$ cat src/rtl/hps_uio_target.sv
// HPS user-IO target: decodes UIO commands, latches joystick/button/status words and serves the config ROM (`HPS_UIO_STATUS_READBACK_EN adds cmd 0x29).
// Latency: writes commit one clock after the final word; config bytes take CONF_LAT+1 clocks with IO_WAIT held high until ready.
module hps_uio_target #(
  parameter int WIDE     = 1,
  parameter int CONF_AW  = 10,
  parameter int CONF_LAT = 1
) (
  input  logic               clk_sys,
  input  logic               reset_n,
  input  logic               IO_UIO,
  input  logic               IO_FPGA,
  input  logic               IO_STROBE,
  output logic               IO_WAIT,
  input  logic [15:0]        IO_DIN,
  output logic [15:0]        IO_DOUT,
  output logic               IO_WIDE,
  output logic [31:0]        joystick_0,
  output logic [31:0]        joystick_1,
  output logic [15:0]        buttons,
  output logic [127:0]       status,
  output logic               status_set,
  output logic [CONF_AW-1:0] conf_addr,
  input  logic [7:0]         conf_data
);
  localparam logic [15:0] CMD_JOY0 = 16'h0001;
  localparam logic [15:0] CMD_JOY1 = 16'h0002;
  localparam logic [15:0] CMD_BTN  = 16'h0004;
  localparam logic [15:0] CMD_CONF = 16'h0014;
  localparam logic [15:0] CMD_STAT = 16'h001E;
  localparam logic [15:0] CMD_RDBK = 16'h0029;
  localparam logic [CONF_AW-1:0] CONF_MAX = '1;
  localparam logic [1:0] LAT_CNT = 2'(CONF_LAT);
`ifdef HPS_UIO_STATUS_READBACK_EN
  localparam bit RDBK_EN = 1'b1;
`else
  localparam bit RDBK_EN = 1'b0;
`endif

  typedef enum logic [1:0] {S_IDLE, S_CMD, S_DATA} state_t;

  state_t         state;
  logic           uio_q;
  logic [15:0]    cmd;
  logic [3:0]     cnt;
  logic [127:0]   shadow;
  logic           byte_hi;
  logic [7:0]     byte_lo;
  logic [1:0]     wait_cnt;
  logic           conf_end;

  logic           accept;
  logic           word_done;
  logic [15:0]    word;
  logic [3:0]     plen;
  logic [127:0]   sh_next;
  logic [15:0]    rb_word;

  assign IO_WIDE = (WIDE != 0);
  // A strobe coinciding with IO_UIO falling is dropped: abort has priority.
  assign accept  = IO_STROBE && IO_UIO && !IO_FPGA && !IO_WAIT && (state != S_IDLE);
  assign rb_word = status[{cnt[2:0], 4'b0000} +: 16];

  always_comb begin
    word      = IO_DIN;
    word_done = accept;
    if (WIDE == 0) begin
      word      = {IO_DIN[7:0], byte_lo};
      word_done = accept && byte_hi;
    end
  end

  always_comb begin
    case (cmd)
      CMD_JOY0, CMD_JOY1: plen = 4'd2;
      CMD_BTN:            plen = 4'd1;
      CMD_STAT:           plen = 4'd8;
      default:            plen = 4'd0;
    endcase
  end

  always_comb begin
    sh_next = shadow;
    sh_next[{cnt[2:0], 4'b0000} +: 16] = word;
  end

  always_ff @(posedge clk_sys or negedge reset_n) begin
    if (!reset_n) begin
      state      <= S_IDLE;
      uio_q      <= 1'b0;
      cmd        <= '0;
      cnt        <= '0;
      shadow     <= '0;
      byte_hi    <= 1'b0;
      byte_lo    <= '0;
      wait_cnt   <= '0;
      conf_end   <= 1'b0;
      IO_WAIT    <= 1'b0;
      IO_DOUT    <= '0;
      joystick_0 <= '0;
      joystick_1 <= '0;
      buttons    <= '0;
      status     <= '0;
      status_set <= 1'b0;
      conf_addr  <= '0;
    end else begin
      uio_q      <= IO_UIO;
      status_set <= 1'b0;
      if (!IO_UIO) begin
        state   <= S_IDLE;
        IO_WAIT <= 1'b0;
        IO_DOUT <= '0;
        byte_hi <= 1'b0;
      end else begin
        if (accept && WIDE == 0) begin
          byte_hi <= !byte_hi;
          byte_lo <= IO_DIN[7:0];
        end
        case (state)
          S_IDLE: begin
            if (!uio_q) begin
              state   <= S_CMD;
              byte_hi <= 1'b0;
            end
          end
          S_CMD: begin
            if (word_done) begin
              cmd     <= word;
              cnt     <= '0;
              state   <= S_DATA;
              IO_DOUT <= '0;
              if (word == CMD_CONF) begin
                conf_addr <= '0;
                conf_end  <= 1'b0;
                IO_WAIT   <= 1'b1;
                wait_cnt  <= LAT_CNT;
              end
              if (RDBK_EN && word == CMD_RDBK) begin
                IO_DOUT <= status[15:0];
                cnt     <= 4'd1;
              end
            end
          end
          default: begin
            if (cmd == CMD_CONF) begin
              if (IO_WAIT) begin
                if (wait_cnt != 2'd0) begin
                  wait_cnt <= wait_cnt - 2'd1;
                end else begin
                  // The last ROM byte is served once, then zeros.
                  IO_WAIT <= 1'b0;
                  IO_DOUT <= conf_end ? 16'h0000 : {8'h00, conf_data};
                  if (conf_addr == CONF_MAX) conf_end <= 1'b1;
                  else conf_addr <= conf_addr + 1'b1;
                end
              end else if (accept) begin
                IO_WAIT  <= 1'b1;
                wait_cnt <= LAT_CNT;
              end
            end else if (RDBK_EN && cmd == CMD_RDBK) begin
              if (accept) begin
                IO_DOUT <= (cnt < 4'd8) ? rb_word : 16'h0000;
                if (cnt != 4'd8) cnt <= cnt + 4'd1;
              end
            end else if (word_done) begin
              if (cnt < plen) begin
                shadow <= sh_next;
                if (cnt + 4'd1 == plen) begin
                  case (cmd)
                    CMD_JOY0: joystick_0 <= sh_next[31:0];
                    CMD_JOY1: joystick_1 <= sh_next[31:0];
                    CMD_BTN:  buttons    <= sh_next[15:0];
                    CMD_STAT: begin
                      status     <= sh_next;
                      status_set <= 1'b1;
                    end
                    default: ;
                  endcase
                end
              end
              if (cnt != 4'd8) cnt <= cnt + 4'd1;
            end
          end
        endcase
      end
    end
  end
endmodule

$ cat config.mk
export PLATFORM = sky130hd
export DESIGN_NAME = hps_uio_target
export DESIGN_NICKNAME = d
export VERILOG_FILES = /design/src/rtl/hps_uio_target.sv
export SDC_FILE = /design/constraint.sdc
export NUM_CORES = 1
export LEC_CHECK = 0
export CAP_MARGIN = 0
export CORE_ASPECT_RATIO = 2
export CORE_MARGIN = 3
export CORE_UTILIZATION = 54
export CTS_CLUSTER_SIZE = 10
export DETAILED_ROUTE_END_ITERATION = 16
export MAX_ROUTING_LAYER = met4
export PLACE_DENSITY_LB_ADDON = 0.08
export SLEW_MARGIN = 20
export SYNTH_ARGS = -nofsm -noshare
export SYNTH_HDL_FRONTEND = slang
export SYNTH_SLANG_ARGS = --single-unit
$ cat constraint.sdc
create_clock -name clk_sys -period 5.72 [get_ports clk_sys]
set_clock_uncertainty 0.15 [all_clocks]
set_input_delay 1.716 -clock clk_sys [delete_from_list [all_inputs] [get_ports clk_sys]]
set_output_delay 1.716 -clock clk_sys [all_outputs]
set_load 0.01 [all_outputs]
**Yosys cells after proc, flatten, opt, wreduce, memory -nomap -nowiden**

Index checks and enable logic that the tools add are counted.

- Equal/unequal tests: 25
- Divide/modulo/power cells: 0
- Mux-type cells: 54
- Order comparisons: 1
- Bitwise logic cells: 3
- Multipliers: 0
- Reductions and logical operators: 29
- Add/subtract/negate cells: 4
- Shift operators: 2

Operator list:

| operator | number |
|---|---|
| $bwmux 128 | 1 |
| $shift 16x9->128 const A | 1 |
| $shiftx 16x9->128 | 1 |
| $mux 16 | 5 |
| $mux 10 | 6 |
| $eq 16x5->1 const B | 3 |
| $reduce_and 7->1 | 5 |
| $pmux 16 s2 | 1 |
| $mux 1 | 20 |
| $pmux 10 s2 | 1 |
| $mux 2 | 9 |
| $eq 16x1->1 const B | 1 |
| $eq 16x2->1 const B | 1 |
| $eq 16x3->1 const B | 1 |
| $mux 4 | 4 |
| $reduce_and 8->1 | 2 |
| $reduce_bool 2->1 | 7 |
| $ne 3x1->1 const B | 4 |
| $ne 3x3->1 const B | 4 |
| $pmux 4 s3 | 1 |
| $add 10x1->10 const B | 1 |
| $eq 10x10->1 const B | 1 |
| $reduce_and 5->1 | 2 |
| $neg 7->9 | 1 |
| other kinds (21) | 35 |

- Bits in read-only memories: 0
- Word-level logic and storage cells: 133
- Memories kept: 0
- Register bits: 390
- Output and inout port bits: 237
- Bits in latches: 0
- RAM bits: 0

**Longest topological paths before layout**

- Depth after elaboration: 10
- Mapped depth: 14
- Depth with buffers taken out: 11

**Worst setup path after synthesis**

No wires, ideal clock.

- Path type: in2reg
- Start: in IO_STROBE
- End: reg joystick_0[0]
- Path buffers: 3
- Required time: 5.445 ns
- Slack: 1.623 ns
- Arrival time: 3.822 ns
- Stages: 8
- Cells stage by stage: nor4bb_1 -> nand2_1 -> or4_1 -> buf_2 -> or4_1 -> buf_2 -> buf_6 -> mux2_4

- Cells in the longest elaborated chain, start to end: 5

RTL lines:

| item | RTL line | RTL |
|---|---|---|
| start, declared | 12 | `input logic IO_STROBE,` |
| $logic_and 1x1->1 (4 in a row) | 60 | `assign accept = IO_STROBE && IO_UIO && !IO_FPGA && !IO_WAIT && (state != S_IDLE);` |
| $reduce_and 7->1 (no line) | - |  |
| end signal, assigned | 169 | `CMD_JOY0: joystick_0 <= sh_next[31:0];` |
| end, declared | 17 | `output logic [31:0] joystick_0,` |

Every way passes these cells.
A chain may end at the register's enable or synchronous reset.

**Worst setup path in the final report**

- Start: reg cmd[9]
- End: reg joystick_0[9]

- Cells in the longest elaborated chain, start to end: 5

RTL lines:

| item | RTL line | RTL |
|---|---|---|
| start, declared | 43 | `logic [15:0] cmd;` |
| start signal, assigned | 127 | `cmd <= word;` |
| $eq 16x1->1 or $eq 16x2->1 (tied branches) | 73, 168 |  |
| $reduce_or 2->1 | 73 | `case (cmd)` |
| $pmux 4 s3 | 73 |  |
| $lt 4x4->1 or $eq 4x4->1 (tied branches) | 165, 167 |  |
| $reduce_and 7->1 (no line) (*) | - |  |

Every way passes the cells marked *; elsewhere a longest branch is shown, timed or not.

==> qor.txt <==
R2R Setup Slk -> 0.90 ns
Avg Cell Area, Syn -> 12.4 µm²
FMAX -> 0.207 GHz
TritonRoute pass-1 iters -> 5
I/O Buffers -> 256
Dpl hpwl -> 28300 µm
Tot Pwr -> 0.00580 W
Area taken by multi-input logic gates -> 6540 µm²
Final setup viols -> 0
Root buffer cell -> clkbuf_16
Syn Inst Count -> 1339
Setup Crit Path Kind -> flip-flop to flip-flop
Post-DRT Antenna Nets -> 0
Resized cells post-CTS -> 0
NumNets Final -> 1608
Worst R2R Path Depth -> 11
Max VDD drop -> 282 µV
Top cell type's share of synthesized area -> 57.6%
Register Area -> 9560 µm²
Power Density -> 280 nW/µm²
Clk sinks -> 382
Worst slew pin tran -> 1.05 ns
CTS Buffer Depth -> 3
Crit start category -> flip-flop
Number of global-route vias before repair -> 11300
Total grt overflow -> 0
Post-Layout Cell Count -> 1944
Clock Power Share -> 41.3%
Layout cell share with drive strength beyond 1 -> 21.6%
H-Tree Depth -> 2
Post-DR wirelength/cell -> 21.6 µm
Crit path launch -> cmd[9]
Status -> finished clean
Slew Viols, Final -> 0
DP Worst Slack -> 0.598 ns
Min Tclk post-route -> 4.82 ns
Final period util -> 84.3%
Starting DRT DRC Count -> 616
Initial antenna violation count -> 3
RSZ-0062 raised after global routing -> no
Die area -> 33000 µm²
Post-synth EDFFs -> 0
All-Layer GR Usage -> 26.3%
Starting Density -> 54.8%
Setup tns final -> 0 ns
Data required, critical path -> 5.98 ns
Largest net degree at the start of global routing -> 173
Power share of the sequential group -> 48.5%
Hold Crit Class -> flip-flop to flip-flop
Asr flop ratio synth -> 100%
Sequential fraction of the synthesis area -> 57.6%
CP max FO -> 32
Hold buffers post-CTS -> 0
Synth Warn # -> 0
Final Hold Viols -> 0
Combinational power share -> 10.1%
Synthesized cell area -> 16600 µm²
Number of max-cap violations -> 0
Final worst slack -> 0.897 ns
CP Capture Type -> flip-flop
FILL cells -> 2225
Vias -> 10900
#FFs+latches synth -> 382
Clk_lat worst skew -> 0.54 ns
CTS tree -> built
# DRC -> 0
Critical path data arrival time -> 5.09 ns
Pleak -> 9.79 nW
Reg2reg start -> cmd[9]
Area growth, synth to finish -> 24.5%
Die W -> 130 µm
Routability cong. -> 0.846
Hold slack -> 0.322 ns
First-pass GRT wire length -> 64600 µm
Top cells by area, synth -> dfrtp_1 58%, mux2_2 12%, mux2i_1 6.8%
NetSw -> 0.00141 W
CP endpoint -> joystick_0[9]
DR vias/cell -> 5.60
P_int -> 0.00438 W
Core ar. -> 30300 µm²
I/O pin count -> 266
Switching portion of total power -> 24.4%
WL final -> 42100 µm
Slew margin rel. -> 29.6%
Placement row count -> 90
Worst R2R End -> joystick_0[9]
Distinct cells, synth -> 53
Die Y -> 254 µm
CTS Buf Count -> 44
Number of post-CTS setup repair buffers -> 0
Reg clk slew, reported paths -> 0.05 ns
Synth Flop Type -> dfrtp_1
# placed instances -> 1893
Yosys top cell by area -> dfrtp_1
-- cells in the final DEF, fill, tap and decap left out, types with 3 or more instances in the layout --
| cell type | instances |
|---|---|
| dfrtp_1 | 382 |
| clkdlybuf4s50_1 | 255 |
| nand2_1 | 178 |
| mux2_2 | 178 |
| o21ai_0 | 164 |
| mux2i_1 | 113 |
| mux2_4 | 60 |
| clkbuf_16 | 45 |
| buf_4 | 32 |
| nand3_1 | 20 |
| inv_1 | 17 |
| nor2_1 | 15 |
| xor2_1 | 9 |
| conb_1 | 9 |
| ha_1 | 8 |
| nor4_1 | 6 |
| nor4b_1 | 6 |
| and3_1 | 6 |
| nand4_1 | 4 |
| or3_1 | 4 |
| buf_12 | 4 |
| diode_2 | 3 |
| nor3_1 | 3 |
| nor2b_1 | 3 |
| nand2b_1 | 3 |
| nand4b_1 | 3 |
| a31o_2 | 3 |
| a21oi_1 | 3 |
| inv_6 | 3 |
-- cell families after synthesis --
logic type | Yosys count | share of synthesized area, %
AND/OR/NAND/NOR | 271 | 7.50
buffers and inverters | 130 | 3.54
XOR/XNOR | 10 | 0.528
flip-flops | 382 | 57.6
adder cells (fa/ha/maj) | 8 | 0.603
AO/OA/AOI/OAI | 185 | 5.91
multiplexers | 351 | 24.3
other | 2 | 0.0452
-- sequential cells by signal, indices dropped and copies added (netlist names), 4 cells and up --
name / count
joystick_0: 32
conf_addr: 10
joystick_1: 32
buttons: 16
IO_DOUT: 8
cmd: 16
shadow: 128
cnt: 4
status: 128
-- metal layers --
layer | vias up | global-route usage (%) | wire length (µm)
met1 | 5478 | 30.6 | 15800
met2 | 260 | 46.8 | 23300
met4 | 0 | 8.68 | 1260
li1 | 5084 | - | -
met3 | 71 | 3.41 | 1640
met5 | - | - | 0
-- layout make-up --
| class | count | share of cell area, % |
|---|---|---|
| Multi-Input combinational cell | 834 | 31.6 |
| Clock inverter | 3 | 0.127 |
| Antenna cell | 3 | 0.0363 |
| Tap cell | 368 | 2.23 |
| Clock buffer | 45 | 5.45 |
| Sequential cell | 382 | 46.3 |
| Timing Repair Buffer | 292 | 14.0 |
| Inverter | 17 | 0.309 |
-- cells in the mapped netlist (3+ instances only) --
| master | instances |
|---|---|
| dfrtp_1 | 382 |
| mux2_2 | 178 |
| nand2_1 | 178 |
| o21ai_0 | 164 |
| mux2i_1 | 113 |
| clkbuf_1 | 66 |
| mux2_4 | 60 |
| nand3_1 | 20 |
| buf_2 | 17 |
| inv_1 | 17 |
| nor2_1 | 16 |
| buf_1 | 15 |
| buf_4 | 9 |
| xor2_1 | 9 |
| ha_1 | 8 |
| nor4_1 | 7 |
| and3_1 | 6 |
| buf_6 | 6 |
| nor4b_1 | 6 |
| nand4_1 | 4 |
| nor3_1 | 4 |
| or3_1 | 4 |
| a21oi_1 | 3 |
| a31o_2 | 3 |
| nand2b_1 | 3 |
| nand4b_1 | 3 |
| nor2b_1 | 3 |
| or4_1 | 3 |
-- per-stage QoR --
step / cell area (µm²) / util (%)
2_1_floorplan: 16600 / -
3_3_place_gp: 19500 / 64.4
3_5_place_dp: 19500 / 64.4
4_1_cts: 20600 / 68.2
5_1_grt: 20700 / 68.2
6_report: 20700 / 68.2
-- worst max-delay path: stages, from the launching register on --
cell and delay, ns:
dfrtp_1 0.37, nor4_1 0.61, nand2_1 0.27, nor4_1 0.51
nand2_1 0.12, ha_1 0.29, nor2b_1 0.13, o31a_1 0.25
or4_1 0.57, or4_2 0.69, buf_4 0.35, mux2_4 0.37
-- worst min path at each step --
stage	startpoint	to	slack, ns	cells after the start
6_report	buttons[1]	buttons[1]	0.32	2
3_3_place_gp	shadow[31]	shadow[31]	0.31	2
2_1_floorplan	shadow[95]	shadow[95]	0.29	2
5_1_grt	status[78]	status[78]	0.35	2
4_1_cts	buttons[1]	buttons[1]	0.33	2
3_5_place_dp	status[67]	status[67]	0.32	2
-- power groups by stage --
stage	clock, W	combinational [W]	sequential, W
after floorplan	0	0.000370	0.00284
after global placement	0	0.000582	0.00285
after detailed placement	0	0.000591	0.00286
after CTS	0.00245	0.000594	0.00281
after global routing	0.00255	0.000635	0.00282
final	0.00239	0.000587	0.00281
Power figures use the tool's default switching activity.
